<file path="src/rtl/output1_monitor_pkg.sv">
// Shared constants and the pattern-matcher step function for output1_monitor.
// The FSM state is the number of pattern bits matched so far (oldest bit first).
package output1_monitor_pkg;

  localparam logic [1:0] S_IDLE = 2'd0;
  localparam logic [1:0] S_1    = 2'd1;
  localparam logic [1:0] S_10   = 2'd2;
  localparam logic [1:0] S_101  = 2'd3;

  localparam logic [3:0] PATTERN_DEF = 4'b1011;

  // Returns {hit, next_state}: hit when the full pattern has just completed, next_state
  // is the longest proper suffix of the seen bits that is still a pattern prefix.
  function automatic logic [2:0] pat_step(input logic [1:0] st, input logic b,
                                          input logic [3:0] pat);
    logic [3:0] seq;
    logic       hit;
    logic       ok;
    logic [1:0] nxt;
    int         len;
    len = int'(st) + 1;
    seq = 4'b0000;
    ok  = 1'b0;
    for (int i = 0; i < 4; i++) begin
      if (i < int'(st)) seq[i] = pat[3-i];
      else if (i == int'(st)) seq[i] = b;
    end
    hit = (len == 4);
    for (int i = 0; i < 4; i++) begin
      if (seq[i] != pat[3-i]) hit = 1'b0;
    end
    nxt = S_IDLE;
    for (int k = 1; k < 4; k++) begin
      if (k <= len) begin
        ok = 1'b1;
        for (int j = 0; j < k; j++) begin
          if (seq[len-k+j] != pat[3-j]) ok = 1'b0;
        end
        if (ok) nxt = 2'(k);
      end
    end
    return {hit, nxt};
  endfunction

endpackage

</file>
<file path="src/rtl/output1_monitor_sync_2ff.sv">
// Generic 1-bit two-flop synchroniser with synchronous active-high reset to 0.
// Also used for the A..D switch inputs of the wrapper.
module sync_2ff (
  input  logic clk,
  input  logic rst,
  input  logic d,
  output logic q
);

  logic s1;

  always_ff @(posedge clk) begin
    if (rst) begin
      s1 <= 1'b0;
      q  <= 1'b0;
    end else begin
      s1 <= d;
      q  <= s1;
    end
  end

endmodule

</file>
<file path="src/rtl/output1_monitor.sv">
// Synchronises Output1, counts its EN-qualified rising edges (saturating, sticky overflow)
// and flags completion of PATTERN on EN-strobed samples of Level.
//   state  | meaning
//   S_IDLE | no pattern prefix matched
//   S_1    | first pattern bit matched
//   S_10   | first two pattern bits matched
//   S_101  | first three pattern bits matched
module output1_monitor
  import output1_monitor_pkg::*;
#(
  parameter int         CNT_W   = 8,
  parameter logic [3:0] PATTERN = PATTERN_DEF
) (
  input  logic             CLK,
  input  logic             RST,
  input  logic             Output1,
  input  logic             EN,
  input  logic             CLR,
  output logic             Level,
  output logic [CNT_W-1:0] Count,
  output logic             Overflow,
  output logic             Detect
);

  logic       level_s;
  logic       level_d;
  logic       rise;
  logic [1:0] state;
  logic [2:0] step;

  sync_2ff u_sync (
    .clk (CLK),
    .rst (RST),
    .d   (Output1),
    .q   (level_s)
  );

  assign Level = level_s;
  assign rise  = level_s & ~level_d;
  assign step  = pat_step(state, level_s, PATTERN);

  // Edge history keeps running through CLR so a clear never fabricates a rise.
  always_ff @(posedge CLK) begin
    if (RST) level_d <= 1'b0;
    else     level_d <= level_s;
  end

  always_ff @(posedge CLK) begin
    if (RST || CLR) begin
      Count    <= '0;
      Overflow <= 1'b0;
      state    <= S_IDLE;
      Detect   <= 1'b0;
    end else if (EN) begin
      if (rise) begin
        if (Count == '1) Overflow <= 1'b1;
        else             Count    <= Count + 1'b1;
      end
      state  <= step[1:0];
      Detect <= step[2];
    end else begin
      Detect <= 1'b0;
    end
  end

endmodule
</file>
<file path="config.mk">
export PLATFORM = sky130hd
export DESIGN_NAME = output1_monitor
export DESIGN_NICKNAME = d
export VERILOG_FILES = /design/src/rtl/output1_monitor_pkg.sv /design/src/rtl/output1_monitor_sync_2ff.sv /design/src/rtl/output1_monitor.sv
export SDC_FILE = /design/constraint.sdc
export NUM_CORES = 1
export LEC_CHECK = 0
export ABC_AREA = 1
export CAP_MARGIN = 20
export CORE_MARGIN = 2
export CORE_UTILIZATION = 35
export CTS_CLUSTER_DIAMETER = 200
export CTS_CLUSTER_SIZE = 40
export DETAILED_ROUTE_END_ITERATION = 6
export PLACE_DENSITY = 0.55
export SYNTH_ARGS = -nofsm -noshare
export SYNTH_HDL_FRONTEND = slang
export SYNTH_HIERARCHICAL = 1
export SYNTH_SLANG_ARGS = --single-unit
</file>
<file path="constraint.sdc">
create_clock -name CLK -period 2.1 [get_ports CLK]
set_clock_uncertainty 0.1 [all_clocks]
set_input_delay 0.21 -clock CLK [delete_from_list [all_inputs] [get_ports CLK]]
set_output_delay 0.21 -clock CLK [all_outputs]
set_load 0.1 [all_outputs]
</file>
# After elaboration in Yosys (flattened, before gate mapping)
# Cells that the tools add are included.
word_totals:
  reg_bits: 15
  inputBits: 5
  out_inout_bits: 11
classes:
  add_sub_neg: 8
  magnitude_cmp: 12
  n_eq_ne: 5
  mux: 40
  bitwise: 7
  n_reduce_logical: 5
ops:
  columns: ["op", "count"]
  rows:
  - ["$lt 32x4->1 const B", 1]
  - ["$mux 1", 30]
  - ["$bmux 1 s2", 6]
  - ["$lt 4x4->1 const B", 3]
  - ["$add 4x2->5 const B", 2]
  - ["$lt 5x4->1 const B", 2]
  - ["$add 8x1->8 const B", 1]
  - ["$eq 8x8->1 const B", 1]
  - ["$mux 2", 4]
  - ["$sub 3x2->4 const B", 2]
  - ["$le 2x3->1 const A", 2]
  - ["$not 1->1", 6]
  - ["$reduce_and 3->1", 2]
  - ["$reduce_or 6->1", 1]
  - ["$add 4x3->5 const B", 1]
  - ["$eq 2x2->1 const A", 2]
  - ["$lt 1x2->1 const A", 2]
  - ["$sub 3x1->4 const B", 1]
  - ["$add 2x1->3 const B", 1]
  - ["$eq 3x3->1 const B", 1]
  - ["$le 1x3->1 const A", 1]
  - ["$eq 1x2->1 const A", 1]
  - ["$logic_not 2->1", 1]
  - ["$lt 2x2->1 const A", 1]
  - ["2 further kinds", 2]

# Longest topological paths before layout
logic_depth:
  ltp_word: 14
  depth_mapped: 12
  depth_no_buf: 12

# Modules after synthesis
# The synthesis kept the hierarchy.
modules_own_cells:
  columns: ["module", "n_inst", "cells_each", "area_per_inst_um2", "seq_area_each_um2"]
  rows:
  - ["output1_monitor", 1, 120, 833.3, 260.2]
  - ["sync_2ff", 1, 6, 55.1, 40.0]

# Least setup slack after synthesis
# Ideal clock, no wire load.
synth_timing:
  path_kind: "register -> register"
  start: "register Count[0]"
  end: "register Count[0]"
  setup_time_ns: 0.166
  t_arrival_ns: 1.875
  t_required_ns: 1.834
  path_slack_ns: -0.041
  path_stages_with_launch: 9
  synth_period_minus_slack_ns: 2.141
  cell_sequence: "dfxtp_1 > ha_1 > inv_2 > nor2_2 > nand2_2 > nand2_4 > inv_6 > o21ai_1 > a21oi_1"
synth_via:
  elab_chain_len: 3
synth_rtl:
  columns: ["element", "line_no", "source"]
  rows:
  - ["start, declared", "output1_monitor.sv:20", "output logic [CNT_W-1:0] Count,"]
  - ["start signal, assigned", "output1_monitor.sv:57", "else Count <= Count + 1'b1;"]
  - ["branches (longest 3 deep; another with $add 8x1->8)", null, null]
# Several ways; the timed one is not identified.
# A chain may end at the register's enable or synchronous reset.

# Final worst setup path
layout_timing:
  start: "register state[1]"
  end: "register state[1]"
layout_via:
  elab_chain_len: 13
layout_rtl:
  columns: ["element", "line_no", "source"]
  rows:
  - ["start, declared", "output1_monitor.sv:28", "logic [1:0] state;"]
  - ["start signal, assigned", "output1_monitor.sv:59", "state <= step[1:0];"]
  - ["branches (longest 12 deep; another with $add 4x2->5)", null, null]
  - ["$mux 2 *", "output1_monitor_pkg.sv:34", "if (k <= len) begin"]
# Mark *: on every way between the ends. The select of a mux whose other input is x is not followed.

==> impl_metrics.csv <==
group,metric,value,unit
status,outcome,"finished clean",
synthesis,syn_nets,140,
floorplanning,die_area,2957,sq um
global_routing,use_met2,17.27,%
place,place.gp.congestion,0.8593,
min_path,hold_start,"u_sync/s1",
clock_tree,cts_max_path_buffers,2,
clock_tree,htreeDepth,1,
sta,setup_slack,0.4779,ns
critical_path,r2r-start,"state[1]",
global_routing,antenna_found_initial,0,
clock_tree,cts_tree,"yes",
cells_and_area,seqCellArea,302.8,sq um
floorplanning,fp.coreArea,2432,sq um
global_routing,busiest_layer,"met1",
cells_and_area,final_nets,161,
place,pre_cts_slack,0.4317,ns
clock_tree,cts.sinks,15,
sta,period_share,77.24,%
critical_path,slowest_stage,"dfxtp_1",
global_routing,grt_pass1_vias,640,
global_routing,overflow,0,
synthesis,synth.distinct_cells,20,
synthesis,yosysTopAreaCell,"dfxtp_1",
cells_and_area,drive_gt1_share,21.92,%
cells_and_area,final_area,1086,sq um
sta,setup_viol,0,
synthesis,syn-instance-count,126,
sta,tightest_slew,0.2917,ns
critical_path,worst-path-stages,12,
clock_tree,post_cts_buffers,0,
synthesis,synth_edf_count,0,
sta,finalSetupTns,0,ns
detailed_routing,drc,0,
clock_tree,ctsResizeCount,0,
detailed_routing,first_iter_violations,16,
critical_path,r2r_setup_slack,0.48,ns
critical_path,cp.required,2.20,ns
global_routing,use_met1,17.30,%
critical_path,crit_chain,"inv_2 > ha_1 > inv_1 > nand2_1 > nand2_1 > nand2_1 > nand2_1 > nand2_1 > nand2_1 > nand3_1 > nand2_1 > inv_1",
detailed_routing,drt-total-wl,1597,um
sta,rsz0062_at_grt,"false",
floorplanning,initial_core_util,36.52,%
critical_path,slowest_delay,0.44,ns
critical_path,crit_type,"flop to flop",
global_routing,met3_usage,5.738,%
floorplanning,die-width,54.38,um
min_path,worstHoldEndpoint,"u_sync/q",
detailed_routing,vias,798,
clock_tree,ctsHoldBuffers,0,
critical_path,cp_num_buf_inv,3,
place,dpl.hpwl,1241,um
synthesis,synth_top_area_share,33.80,%
cells_and_area,multiInputGateArea,504.2,sq um
detailed_routing,drtAntennaViolNets,0,
place,dpl-instance-area,1059,sq um
critical_path,reg2reg_depth,12,
synthesis,yosys-top-cells-area,"dfxtp_1, nand2_1, ha_1",
min_path,hold_depth,2,
synthesis,yosys_warnings,6,
synthesis,ys_seq_elements,15,
min_path,hold_class,"flop to flop",
critical_path,crit_family,"simple AND/OR/NAND/NOR gates",
clock_tree,path_clk_slew,0.10,ns
power,leakage,0.4832,nW
critical_path,crit_arrival,1.72,ns
synthesis,syn_avg_cell_area,7.050,sq um
synthesis,synth_most_common_cell,"nand2_1",
synthesis,synth_area,888.4,sq um
critical_path,crit-reg2reg-capture,"state[1]",
detailed_routing,drtPass1Iterations,4,
floorplanning,row_count,18,
cells_and_area,area_growth,22.25,%
critical_path,endpoint_kind,"flop",
critical_path,worstPathMaxFanout,8,
cells_and_area,n_fill_cell,256,
sta,hold_slack,0.3145,ns
cells_and_area,n_antenna_cell,0,
power,ir_worst_vdd,0.4197,mV
detailed_routing,post_drt_via_cell_ratio,4.534,
sta,fmax,616.5,MHz
place,port_buffers,15,
floorplanning,die-height,54.38,um
detailed_routing,wire_per_inst,9.074,um
clock_tree,cts-root-buf,"clkbuf_4",
global_routing,grt_max_degree,11,
sta,hold_viol,0,
sta,slew_headroom,80.53,%
critical_path,path_common_cell,"nand2_1",
synthesis,synth_async_sr_flop_share,0,%
power,finalPower,512.7,uW
job,cap_violations,0,
power,powerDensity,472.0,nW/um^2
critical_path,cp-start-kind,"flop",
floorplanning,pin_count,16,
clock_tree,clk_latency,0.29,ns
synthesis,synth_common_cells,"nand2_1, inv_1, dfxtp_1, nor2_1, ha_1",
synthesis,synthFlopType,"dfxtp_1",
global_routing,gr-usage-all-layers,12.38,%
global_routing,grt_pass1_wl,2649,um
synthesis,synth_seq_area_share,33.80,%
sta,finalCriticalPeriod,1.622,ns
clock_tree,cts_buffers,3,
sta,slew_violations,0,
[cells by family after synthesis]
group | count (synthesis) | synth area share, %
adder cells (fa/ha/maj) | 9 | 12.68
XOR/XNOR | 1 | 0.9861
flip-flops | 15 | 33.80
AO/OA/AOI/OAI | 11 | 6.620
buffers and inverters | 21 | 9.437
AND/OR/NAND/NOR | 69 | 36.48
[worst max-delay path by stage]
stage	startpoint	to	slack [ns]
finish	state[1]	state[1]	0.48
global route	state[1]	state[1]	0.29
CTS	state[1]	state[1]	0.46
detailed placement	EN	Count[6]	0.43
global placement	EN	Count[6]	0.46
floorplan	Count[3]	Count[6]	0.14
[state kept, by name (all words and copies together), names as in the netlist]
name       flops
Count          8
state          2
Detect         1
Overflow       1
level_d        1
u_sync/q       1
u_sync/s1      1
[final cells by class]
type | instances | share of cell area (%)
Multi-Input combinational cell | 90 | 46.43
Sequential cell | 15 | 27.88
Timing Repair Buffer | 16 | 11.98
Inverter | 21 | 7.719
Tap cell | 30 | 3.456
Clock buffer | 3 | 2.074
Clock inverter | 1 | 0.4608
[power by group]
group | switching (mW) | internal, mW
combinational | 0.0374 | 0.0211
sequential | 0.00365 | 0.288
clock | 0.0914 | 0.0708
total | 0.132 | 0.380
[worst register-to-register path, delay by kind of cell, from the launching register on]
| kind | cells | cell delay [ns] |
|---|---|---|
| DFF | 1 | 0.44 |
| adders and majority gates | 1 | 0.30 |
| buffers and inverters | 3 | 0.23 |
| and+or+nand+nor | 8 | 0.47 |
[per-stage QoR]
step	cells	utilization [%]
after floorplan	126	-
after global placement	172	43.52
after detailed placement	172	43.52
after CTS	176	44.65
after global routing	176	44.65
final	176	44.65
[placed cells by master, fill, tap and decap left out]
cell             synthesis  layout
nand3_1                  8       8
inv_6                    1       1
xor2_1                   1       1
dfxtp_2                  0       2
inv_2                    4       4
nor3_1                   3       3
nand2_4                  2       2
dfxtp_1                 15      13
o21ai_0                  2       2
nand3b_1                 1       1
nor3_4                   1       1
a21oi_2                  1       1
nand4_1                  3       3
a21oi_1                  6       6
o21ai_1                  2       2
nand2_1                 33      33
ha_1                     9       9
nor2_2                   3       3
inv_1                   16      16
buf_4                    0      12
clkbuf_4                 0       3
nor2_1                  13      13
clkdlybuf4s50_1          0       4
clkinv_2                 0       1
nand2_2                  2       2
[per-layer routing]
layer / vias to the layer above / share of wire, %
met1: 349 / 53
met2: 16 / 41
met3: 0 / 6.2
li1: 433 / -
met5: - / 0
met4: 0 / 0
Power figures use the tool's default switching activity.
